[config.mk]
export PLATFORM = sky130hd
export DESIGN_NAME = cpu_loader_ctrl_6502
export DESIGN_NICKNAME = d
export VERILOG_FILES = /design/src/rtl/cpu_loader_pkg.sv /design/src/rtl/cpu_loader_ctrl_6502.sv
export SDC_FILE = /design/constraint.sdc
export NUM_CORES = 1
export LEC_CHECK = 0
export CORE_ASPECT_RATIO = 0.8
export CORE_MARGIN = 3
export CORE_UTILIZATION = 50
export DETAILED_ROUTE_END_ITERATION = 10
export DONT_BUFFER_PORTS = 1
export GPL_TIMING_DRIVEN = 0
export SYNTH_ARGS = -nofsm -noshare
export SYNTH_HDL_FRONTEND = slang
export SYNTH_SLANG_ARGS = --single-unit
[constraint.sdc]
create_clock -name clk_i -period 5.2 [get_ports clk_i]
set_clock_uncertainty 0.15 [all_clocks]
set_input_delay 0.52 -clock clk_i [delete_from_list [all_inputs] [get_ports clk_i]]
set_output_delay 0.52 -clock clk_i [all_outputs]
set_load 0.02 [all_outputs]
[src/rtl/cpu_loader_pkg.sv]
// Shared types for the 6502 program loader: sequencer states and 2-bit error codes.
package cpu_loader_pkg;

  typedef enum logic [2:0] {
    IDLE, HALT, LOAD, VERIFY, CHECK, RELEASE, DONE, ERROR
  } state_t;

  typedef enum logic [1:0] {
    ERR_NONE   = 2'd0,
    ERR_RANGE  = 2'd1,
    ERR_VERIFY = 2'd2,
    ERR_ABORT  = 2'd3
  } err_t;

endpackage

[src/rtl/cpu_loader_ctrl_6502.sv]
// Loads a host byte stream into 6502 RAM with the CPU held in reset, optionally
// re-reads it to compare checksums, then releases the CPU.
//
// state   | meaning
// IDLE    | CPU running, waiting for start
// HALT    | CPU held in reset and paused for SettleCycles
// LOAD    | stream bytes written to RAM, one per valid&ready
// VERIFY  | re-read loaded range, 1-cycle read latency plus a drain cycle
// CHECK   | compare re-read checksum with load checksum
// RELEASE | RDY restored, reset held for SettleCycles
// DONE    | one-cycle completion pulse
// ERROR   | load failed or aborted; CPU stays held
module cpu_loader_ctrl_6502
  import cpu_loader_pkg::*;
#(
  parameter int address_width = 16,
  parameter int data_width    = 8,
  parameter int RAM_Size      = 4102,
  parameter int SettleCycles  = 4
) (
  input  logic                     clk_i,
  input  logic                     reset_i,
  input  logic                     start_i,
  input  logic [address_width-1:0] start_addr_i,
  input  logic [address_width-1:0] length_i,
  input  logic                     verify_i,
  input  logic                     abort_i,
  input  logic [data_width-1:0]    s_data_i,
  input  logic                     s_valid_i,
  output logic                     s_ready_o,
  output logic [address_width-1:0] ram_addr_o,
  output logic                     ram_we_o,
  output logic [data_width-1:0]    ram_din_o,
  input  logic [data_width-1:0]    ram_dout_i,
  output logic                     cpu_reset_o,
  output logic                     cpu_pause_o,
  output logic                     busy_o,
  output logic                     done_o,
  output logic [1:0]               err_code_o
);

  localparam logic [address_width:0]   RamLimit   = (address_width+1)'(RAM_Size);
  localparam logic [7:0]               SettleLast = 8'(SettleCycles - 1);
  localparam logic [address_width-1:0] One        = address_width'(1);

  state_t                   state_q, state_d;
  err_t                     err_q;
  logic [address_width-1:0] base_q, len_q, ptr_q, rem_q;
  logic [data_width-1:0]    sum_q, vsum_q;
  logic [7:0]               cnt_q;
  logic                     verify_q, rd_pend_q, cpu_reset_q, cpu_pause_q;
  logic                     cpu_reset_d, cpu_pause_d;
  logic                     start_ok, range_bad, xfer, rd_issue, abort_hit;
  logic [address_width:0]   span;

  assign span        = {1'b0, start_addr_i} + {1'b0, length_i};
  assign busy_o      = state_q inside {HALT, LOAD, VERIFY, CHECK, RELEASE};
  assign abort_hit   = abort_i && busy_o;
  assign done_o      = (state_q == DONE);
  assign cpu_reset_o = cpu_reset_q;
  assign cpu_pause_o = cpu_pause_q;
  assign err_code_o  = err_q;

  always_comb begin
    state_d     = state_q;
    s_ready_o   = 1'b0;
    ram_we_o    = 1'b0;
    ram_addr_o  = '0;
    ram_din_o   = '0;
    xfer        = 1'b0;
    rd_issue    = 1'b0;
    start_ok    = 1'b0;
    range_bad   = 1'b0;
    cpu_reset_d = cpu_reset_q;
    cpu_pause_d = cpu_pause_q;

    case (state_q)
      IDLE, ERROR: begin
        if (start_i) begin
          start_ok = 1'b1;
          if (span > RamLimit) begin
            range_bad = 1'b1;
            state_d   = ERROR;
          end else begin
            state_d = HALT;
          end
        end
      end
      HALT:    if (cnt_q == '0) state_d = (len_q == '0) ? RELEASE : LOAD;
      LOAD: begin
        s_ready_o  = 1'b1;
        ram_addr_o = ptr_q;
        ram_din_o  = s_data_i;
        xfer       = s_valid_i;
        ram_we_o   = s_valid_i;
        if (s_valid_i && rem_q == One) state_d = verify_q ? VERIFY : RELEASE;
      end
      VERIFY: begin
        ram_addr_o = ptr_q;
        rd_issue   = (rem_q != '0);
        if (rem_q == '0) state_d = CHECK;
      end
      CHECK:   state_d = (vsum_q == sum_q) ? RELEASE : ERROR;
      RELEASE: if (cnt_q == '0) state_d = DONE;
      default: state_d = IDLE;
    endcase

    // Abort wins over a same-cycle stream transfer: nothing is accepted or written.
    if (abort_hit) begin
      state_d   = ERROR;
      s_ready_o = 1'b0;
      ram_we_o  = 1'b0;
      xfer      = 1'b0;
    end

    case (state_d)
      HALT, LOAD, VERIFY, CHECK: begin
        cpu_reset_d = 1'b1;
        cpu_pause_d = 1'b1;
      end
      RELEASE: begin
        cpu_reset_d = 1'b1;
        cpu_pause_d = 1'b0;
      end
      IDLE, DONE: begin
        cpu_reset_d = 1'b0;
        cpu_pause_d = 1'b0;
      end
      // ERROR from a range reject leaves the CPU as it was
      default: if (busy_o) begin
        cpu_reset_d = 1'b1;
        cpu_pause_d = 1'b1;
      end
    endcase
  end

  always_ff @(posedge clk_i or negedge reset_i) begin
    if (!reset_i) begin
      state_q     <= IDLE;
      err_q       <= ERR_NONE;
      base_q      <= '0;
      len_q       <= '0;
      ptr_q       <= '0;
      rem_q       <= '0;
      sum_q       <= '0;
      vsum_q      <= '0;
      cnt_q       <= '0;
      verify_q    <= 1'b0;
      rd_pend_q   <= 1'b0;
      cpu_reset_q <= 1'b1;
      cpu_pause_q <= 1'b1;
    end else begin
      state_q     <= state_d;
      cpu_reset_q <= cpu_reset_d;
      cpu_pause_q <= cpu_pause_d;
      rd_pend_q   <= rd_issue;
      if (rd_pend_q) vsum_q <= vsum_q + ram_dout_i;
      if (xfer) begin
        ptr_q <= ptr_q + One;
        rem_q <= rem_q - One;
        sum_q <= sum_q + s_data_i;
      end
      if (rd_issue) begin
        ptr_q <= ptr_q + One;
        rem_q <= rem_q - One;
      end
      if ((state_q == HALT || state_q == RELEASE) && cnt_q != '0) cnt_q <= cnt_q - 8'd1;
      if (state_d == RELEASE && state_q != RELEASE) cnt_q <= SettleLast;
      if (state_q == LOAD && state_d == VERIFY) begin
        ptr_q <= base_q;
        rem_q <= len_q;
      end
      if (abort_hit) err_q <= ERR_ABORT;
      else if (state_q == CHECK && state_d == ERROR) err_q <= ERR_VERIFY;
      if (start_ok) begin
        base_q   <= start_addr_i;
        len_q    <= length_i;
        verify_q <= verify_i;
        ptr_q    <= start_addr_i;
        rem_q    <= length_i;
        sum_q    <= '0;
        vsum_q   <= '0;
        cnt_q    <= SettleLast;
        err_q    <= range_bad ? ERR_RANGE : ERR_NONE;
      end
    end
  end

endmodule

==> flow_summary.ini, run 1 <==
[power]
swShare = 0.462
combPwrFrac = 0.504
p_int_mw = 2.34
p_leak_nw = 3.21
power_frac_clock = 0.158
p_switching_mw = 2.01
seqPwrFrac = 0.338
power_density_mw_per_mm2 = 593
power.ir.vdd_worst_v = 0.000309

[drt]
drtPass1Iterations = 7
via_per_inst = 6.01
drcViolationCount = 0
wl_um = 19100
dr_total_vias = 5971
ant_nets = 0
wl_per_cell_um = 19.2
drt_iter0_drc = 425

[critical_path]
critPathLaunch = state_q[1]
reg2reg_to = ptr_q[15]
reg2reg_depth = 10
critPathSlowestCell = clkbuf_1
path_delay_family = simple AND/OR/NAND/NOR gates
crit_chain = or3b_1 > clkbuf_1 > nor2_1 > nand2_1 > inv_1 > nor2_1 > nand2_1 > buf_2 > clkbuf_1 > a31oi_1
required_ps = 5260
r2r-start = state_q[1]
regToRegSetupSlack_ps = 1380
slowest_delay_ps = 500
crit_type = reg2reg
critPathBufInv = 4
cp_num_cells = 10
crit_fanout = 10
cp-start-kind = flip-flop
critPathArrivalTime_ps = 3890
cp-end-kind = flip-flop

[final_layout]
post-route-util = 0.562
final_common_cell = nand2_1
nFillCells = 1256
final_cell_mix = nand2_1, dfrtp_1, nor2_1
drive_above_1_share = 0.0868
num-nets-final = 904
syn_to_final_growth_pct = 8.27
postLayoutCellArea_mm2 = 0.00734
diodes = 0

[global_routing]
antenna_found_initial = 0
overflow = 0
track_usage = 0.260
grt_max_degree = 98
grt_pass1_wl_um = 30100
grt_pass1_vias = 5644

[timing]
fin_ws_ps = 1380
tightest_slew_ps = 1260
rsz0062_at_grt = no
setup_viol = 0
whs_ps = 121
drv_slew = 0
slew_headroom = 0.152
hold_viol = 0
tns_ps = 0
fmax_mhz = 262
min_period_ps = 3820
post-route-period-util = 0.735

[floorplan]
start_util = 0.519
die_width_um = 136
core.rowCount = 37
dieArea_mm2 = 0.0150
ioPinCount = 86
die-height_um = 110
core_area_mm2 = 0.0131

[yosys]
synthMuxAreaShare = 0.0181
synth_edf_count = 0
synth-simple-area-share = 0.264
ys_ff_latch = 97
synth_area_per_cell_um2 = 8.48
synth_area_mm2 = 0.00678
synth_top_area_frac = 0.351
synth-compound-area-share = 0.172
synth.distinct_cells = 68
synthFlopType = dfrtp_1
synthAdderAreaFrac = 0.0716
ys_seq_area_frac = 0.358
synth_top_family_by_area = simple AND/OR/NAND/NOR gates
syn-num-nets = 891
synthXorXnorAreaFrac = 0.0749
synth.top_cells.by_area = dfrtp_1, nand2_1, ha_1
synth_cells = 800
yosysTopAreaCell = dfrtp_1
ys.warnings.count = 0
ys_async_sr_fraction = 1.00

[hold_path]
whs_path_depth = 2
min_to = verify_q
min_path_type = in2reg
hold_path_startpoint = verify_i

[clock_tree]
cts_sinks = 97
clk_pin_slew_ps = 70
cts_max_level = 3
numCtsBuffers = 9
worst_skew_pair.late_latency_ps = 360
root_buffer = clkbuf_16
cts_tree = done
cts_buffer_depth = 2
post_cts_resized = 0

[outcome]
status = completed

[placement]
port_buffers = 0
place_area_mm2 = 0.00700
post-dp-hpwl_um = 14600
gp_congestion = 0.895
pre_cts_slack_ps = 1220

[job]
maxCapViolCount = 0
[worst register-to-register path: stages, from the launching register on]
cell	delay [ps]
dfrtp_1	450
or3b_1	360
clkbuf_1	200
nor2_1	460
nand2_1	300
inv_1	330
nor2_1	230
nand2_1	220
buf_2	290
clkbuf_1	510
a31oi_1	170
[what timing repair did]
action                                 4_1_cts  5_1_grt
endpoints found under the hold margin       97        0
hold buffers                                 2        0
setup buffers                                0        0
[cell type report]
| class | instances | area, µm² | area share |
|---|---|---|---|
| multi-input cells | 637 | 4070 | 0.554 |
| flip-flops and latches | 97 | 2430 | 0.331 |
| clock buffers | 9 | 225 | 0.0307 |
| well taps | 175 | 219 | 0.0298 |
| plain buffers | 36 | 168 | 0.0228 |
| inverters | 30 | 113 | 0.0153 |
| clock inverters | 7 | 78.8 | 0.0107 |
| repair buffers | 2 | 37.5 | 0.00511 |
[synth_stat cells (3+ instances only)]
cell type  instances
nand2_1          135
dfrtp_1           95
nor2_1            79
a31oi_1           59
ha_1              34
a21oi_1           32
xnor2_1           32
inv_1             29
and2_1            28
xor2_1            26
nor3_2            25
o21ai_0           25
clkbuf_1          20
nor3_1            18
nand3_1           14
mux2i_1           10
nor4_1            10
buf_2              8
a21o_1             7
o21bai_1           6
and3_1             5
buf_1              5
nand2b_1           5
nand3b_1           5
nor2b_1            5
a211oi_1           4
o211ai_1           4
o21ai_1            4
or2_2              4
or3_1              4
a22o_1             3
a22oi_1            3
buf_6              3
fa_1               3
nand4_1            3
nor3b_1            3
o21a_1             3
o22ai_1            3
o31ai_1            3
[per-stage QoR]
| step | std cells | total power, mW |
|---|---|---|
| CTS | 993 | 4.35 |
| global route | 993 | 4.71 |
| floorplan | 800 | 3.10 |
| global placement | 975 | 3.57 |
| detailed placement | 975 | 3.63 |
| finish | 993 | 4.36 |
[metal layers]
metal	GRT usage	share of wire	up-vias	wire, µm
li1	-	-	2848	-
met1	0.390	0.48	2884	9190
met2	0.377	0.43	207	8190
met3	0.0554	0.067	32	1290
met4	0.0755	0.023	0	436
met5	0	0	-	0
[worst max-delay path by stage]
stage / to / slack (ps)
floorplan: cpu_pause_o / 2050
global placement: cpu_pause_o / 1290
detailed placement: cpu_pause_o / 1220
CTS: rem_q[3] / 1410
global route: rem_q[8] / 1090
finish: ptr_q[15] / 1380
[flip-flops by register name (all words and copies together) (netlist names)]
name	count
base_q	16
cnt_q	8
len_q	16
vsum_q	8
cpu_reset_o	1
sum_q	8
cpu_pause_o	1
verify_q	1
err_code_o	2
state_q	3
rem_q	16
ptr_q	16
rd_pend_q	1
[cell families after synthesis]
kind of cell,after synthesis
AOI/OAI and AO/OA,178
xor gates and xnor gates,58
adders and majority gates,37
buffers and inverters,66
DFF,97
muxes,12
and+or+nand+nor,352
[power by group through the flow]
stage	logic (mW)	clock network [mW]	registers (mW)
after detailed placement	2.15	0	1.48
after global routing	2.46	0.728	1.52
after global placement	2.11	0	1.46
after CTS	2.19	0.701	1.47
after floorplan	1.73	0	1.37
final	2.19	0.689	1.47
Note: power is estimated with default switching activity, not from simulation.
==> run 2, diff against run 1 <==
Settings changed: PLACE_DENSITY from default to 0.68.
Clock period 5.2 ns to 3.4 ns, I/O delays scaled along.
==> flow_summary.ini, run 2 (synthesis gave the netlist of run 1 again) <==
[outcome]
status = completed

[critical_path]
crit_path_end = cpu_pause_o
r2r-start = rem_q[0]
regToRegSetupSlack_ps = 210
cp_num_cells = 9
cp_common_cell = nand3_1
critPathArrivalTime_ps = 3380
crit_type = in2reg
path_delay_family = compound AO/OA/AOI/OAI gates
reg2reg_depth = 13
crit_chain = ha_1 > and2_1 > a221oi_1 > nand3_1 > a211oi_1 > o211ai_1 > o41ai_2 > nand3_1 > a311oi_1
critPathBufInv = 0
slowest_delay_ps = 700
critPathSlowestCell = o41ai_2
crit_fanout = 6
cp-end-kind = flip-flop
reg2reg_to = rem_q[0]
critPathLaunch = start_addr_i[4]
required_ps = 3500
cp-start-kind = input port

[floorplan]
start_util = 0.519
core.rowCount = 37
die_width_um = 136
core_area_mm2 = 0.0131
dieArea_mm2 = 0.0150
ioPinCount = 86
die-height_um = 110

[drt]
drt_iter0_drc = 482
drtPass1Iterations = 5
dr_total_vias = 6170
ant_nets = 0
wl_per_cell_um = 18.9
drcViolationCount = 0
wl_um = 19200
via_per_inst = 6.07

[timing]
hold_viol = 0
tns_ps = 0
min_period_ps = 3280
whs_ps = 25.6
slew_headroom = 0.472
drv_slew = 0
setup_viol = 0
tightest_slew_ps = 792
rsz0062_at_grt = no
post-route-period-util = 0.964
fmax_mhz = 305
fin_ws_ps = 121

[power]
power.ir.vdd_worst_v = 0.000356
p_leak_nw = 3.33
power_density_mw_per_mm2 = 870

[clock_tree]
root_buffer = clkbuf_16
cts_sinks = 97
clk_pin_slew_ps = 60
cts_max_level = 3
numCtsBuffers = 9
cts_tree = done
cts_buffer_depth = 2
worst_skew_pair.late_latency_ps = 350

[final_layout]
seq_area_mm2 = 0.00243
drive_above_1_share = 0.0951
final_common_cell = nand2_1
nFillCells = 1206
syn_to_final_growth_pct = 12.1
final_cell_mix = nand2_1, dfrtp_1, nor2_1
final_cells = 1016
multi_input_area_mm2 = 0.00412
num-nets-final = 928
diodes = 0

[hold_path]
min_path_type = in2reg

[global_routing]
track_usage = 0.263
grt_max_degree = 98
overflow = 0
antenna_found_initial = 0
grt_pass1_vias = 5938
grt_pass1_wl_um = 30700

[placement]
gp_congestion = 0.879
dp_cells = 975
post-dp-hpwl_um = 14500
port_buffers = 0
pre_cts_slack_ps = -336

[job]
maxCapViolCount = 0
run 2: cell types whose count changed in the layout (fill, tap and decap cells not counted), moves of 2 or more:
cell / before / now
clkbuf_1: 20 / 17
clkbuf_2: 0 / 3
clkinv_2: 1 / 3
clkinvlp_4: 2 / 0
dlygate4sd3_1: 1 / 25
nor2_1: 79 / 77
nor2_2: 0 / 2
run 2: layer usage:
layer | vias to the layer above | share of wire | GRT usage
met5 | - | 0 | 0
li1 | 2898 | - | -
met3 | 36 | 0.064 | 0.0549
met4 | 0 | 0.026 | 0.0928
met2 | 249 | 0.45 | 0.400
met1 | 2987 | 0.45 | 0.374
run 2: cell type report:
type,count,area share
flip-flops and latches,97,0.320
well taps,175,0.0288
clock inverters,5,0.00428
plain buffers,35,0.0222
repair buffers,27,0.0375
multi-input cells,637,0.542
inverters,30,0.0148
clock buffers,10,0.0301
run 2: worst min path at each step:
stage	startpoint	slack (ps)	end	cells past startpoint
after floorplan	reset_i	-110	base_q[0]	0
after global placement	reset_i	-100	ptr_q[10]	0
after detailed placement	reset_i	-100	ptr_q[9]	0
after CTS	start_addr_i[7]	7	base_q[7]	2
after global routing	start_addr_i[8]	10	base_q[8]	2
final	length_i[0]	30	rem_q[0]	2
run 2: power by group:
part	total, mW	switching [mW]	internal (mW)	leakage [nW]
Sequential	2.26	0.558	1.70	1.16
Clock	0.936	0.444	0.492	0.132
Combinational	3.42	2.08	1.34	2.03
Total	6.61	3.08	3.53	3.33
run 2: what timing repair did:
| item | CTS | global route |
|---|---|---|
| setup endpoints to repair | 28 | 36 |
| pin swaps | 0 | 2 |
| hold endpoints to repair | 126 | 0 |
| hold buffers | 26 | 0 |
| setup buffers | 0 | 1 |
| resized for setup | 6 | 7 |
run 2: metrics by stage:
step / power, mW / utilization / instance area (µm²)
floorplan: 4.74 / - / 6780
global placement: 5.40 / 0.536 / 7000
detailed placement: 5.54 / 0.536 / 7000
CTS: 6.57 / 0.578 / 7550
global route: 7.16 / 0.582 / 7600
finish: 6.61 / 0.582 / 7600
==> run 3, diff against run 2 <==
Clock period 3.4 ns to 3 ns, I/O delays scaled along.
==> flow_summary.ini, run 3 (synthesis gave the netlist of run 1 again) <==
[outcome]
status = finished, violations left
violations = negative hold slack, negative setup slack

[final_layout]
final_cells = 1047
final_cell_mix = nand2_1, dfrtp_1, nor2_1
syn_to_final_growth_pct = 20.1
drive_above_1_share = 0.144
num-nets-final = 959
diodes = 0
final_common_cell = nand2_1

[drt]
dr.max_layer_used = met4
ant_nets = 0
drtPass1Iterations = 6
route.layer.met1.wl_um = 8960
wl_per_cell_um = 19.4
dr_total_vias = 6346
drcViolationCount = 0
drt_iter0_drc = 570
wl_um = 20300
wl_met2_um = 9340
wl_met3_um = 1400
via_per_inst = 6.06

[global_routing]
grt_max_degree = 98
grt_pass1_wl_um = 31700
track_usage = 0.270
antenna_found_initial = 0
overflow = 0
grt_pass1_vias = 6150

[power]
p_leak_nw = 3.53
power.ir.vdd_worst_v = 0.000421
power_density_mw_per_mm2 = 984

[critical_path]
crit_type = reg2reg
slowest_delay_ps = 440
crit_chain = nor4_4 > or3b_4 > buf_6 > o211ai_4 > inv_2 > nor4_4 > nor4_4 > buf_6 > buf_12 > nor3_2 > a31oi_1 > a31oi_1
required_ps = 3120
cp-end-kind = flip-flop
crit_fanout = 6
critPathArrivalTime_ps = 3170
cp-start-kind = flip-flop
cp_common_cell = nor4_4
critPathSlowestCell = dfrtp_2

[placement]
post-dp-hpwl_um = 14500
port_buffers = 0
dp_cells = 975
gp_congestion = 0.879
pre_cts_slack_ps = -696

[timing]
drv_slew = 0
min_period_ps = 3050
setup_viol = 4
rsz0062_at_grt = yes
tightest_slew_ps = 1080
hold_viol = 1
slew_headroom = 0.283
post-route-period-util = 1.02
fin_ws_ps = -52.4
fmax_mhz = 328
whs_ps = -10.8

[clock_tree]
worst_skew_pair.late_latency_ps = 360
cts_sinks = 97
clk_pin_slew_ps = 70
cts_tree = done
root_buffer = clkbuf_16
numCtsBuffers = 9
cts_max_level = 3
cts_buffer_depth = 2

[job]
maxCapViolCount = 0

[floorplan]
die_width_um = 136
ioPinCount = 86
core.rowCount = 37
core_area_mm2 = 0.0131
dieArea_mm2 = 0.0150
die-height_um = 110
start_util = 0.519

[hold_path]
min_path_type = in2reg
run 3: critical path: cells and delay by family, from the launching register on:
kind                   cells  cell delay, ps
AO/OA/AOI/OAI              3             520
buffers and inverters      4             550
flip-flops                 1             440
AND/OR/NAND/NOR            5            1310
run 3: area by class of cell:
class	instances	area, µm²
clock inverters	5	32.5
plain buffers	35	218
fillers	1126	4910
flip-flops and latches	97	2430
well taps	175	219
clock buffers	10	229
multi-input cells	637	4310
inverters	30	115
repair buffers	58	583
run 3: power breakdown:
| part | leakage, nW | switching, mW | internal [mW] |
|---|---|---|---|
| logic | 2.24 | 2.55 | 1.81 |
| registers | 1.16 | 0.646 | 1.93 |
| clock network | 0.132 | 0.511 | 0.558 |
run 3: per-layer routing:
layer	up-vias	GRT usage
li1	2967	-
met1	3056	0.379
met2	262	0.417
met3	61	0.0599
met4	0	0.0914
met5	-	0
run 3: worst paths after layout:
path                                  start           to  slack [ps]  cells after the start
setup / recovery                   rem_q[3]     ptr_q[5]         -50                     12
hold / removal             start_addr_i[10]   base_q[10]         -10                      2
setup reg to reg                   rem_q[3]     ptr_q[5]         -50                     12
hold reg to reg                  base_q[12]   base_q[12]         330                      2
max in group asynchronous           reset_i  cpu_pause_o        1920                      2
min in group asynchronous           reset_i     ptr_q[9]         350                      2
run 3: what timing repair did:
action	in CTS	in global routing
pin swaps	4	48
hold buffers	35	0
gates resized for setup	25	54
setup buffers	5	17
endpoints found under the setup margin	58	39
hold endpoints to repair	152	0
cloned	0	3
run 3: through the flow:
stage / utilization / hold WS (ps) / instance area, µm² / TNS [ps] / power, mW
after global routing: 0.624 / -18.8 / 8140 / -2000 / 8.62
after global placement: 0.536 / -144 / 7000 / -26070 / 6.12
after CTS: 0.594 / 0.522 / 7760 / 0 / 7.58
after detailed placement: 0.536 / -143 / 7000 / -26830 / 6.28
final: 0.624 / -10.8 / 8140 / -138 / 8.01
after floorplan: - / -146 / 6780 / 0 / 5.38
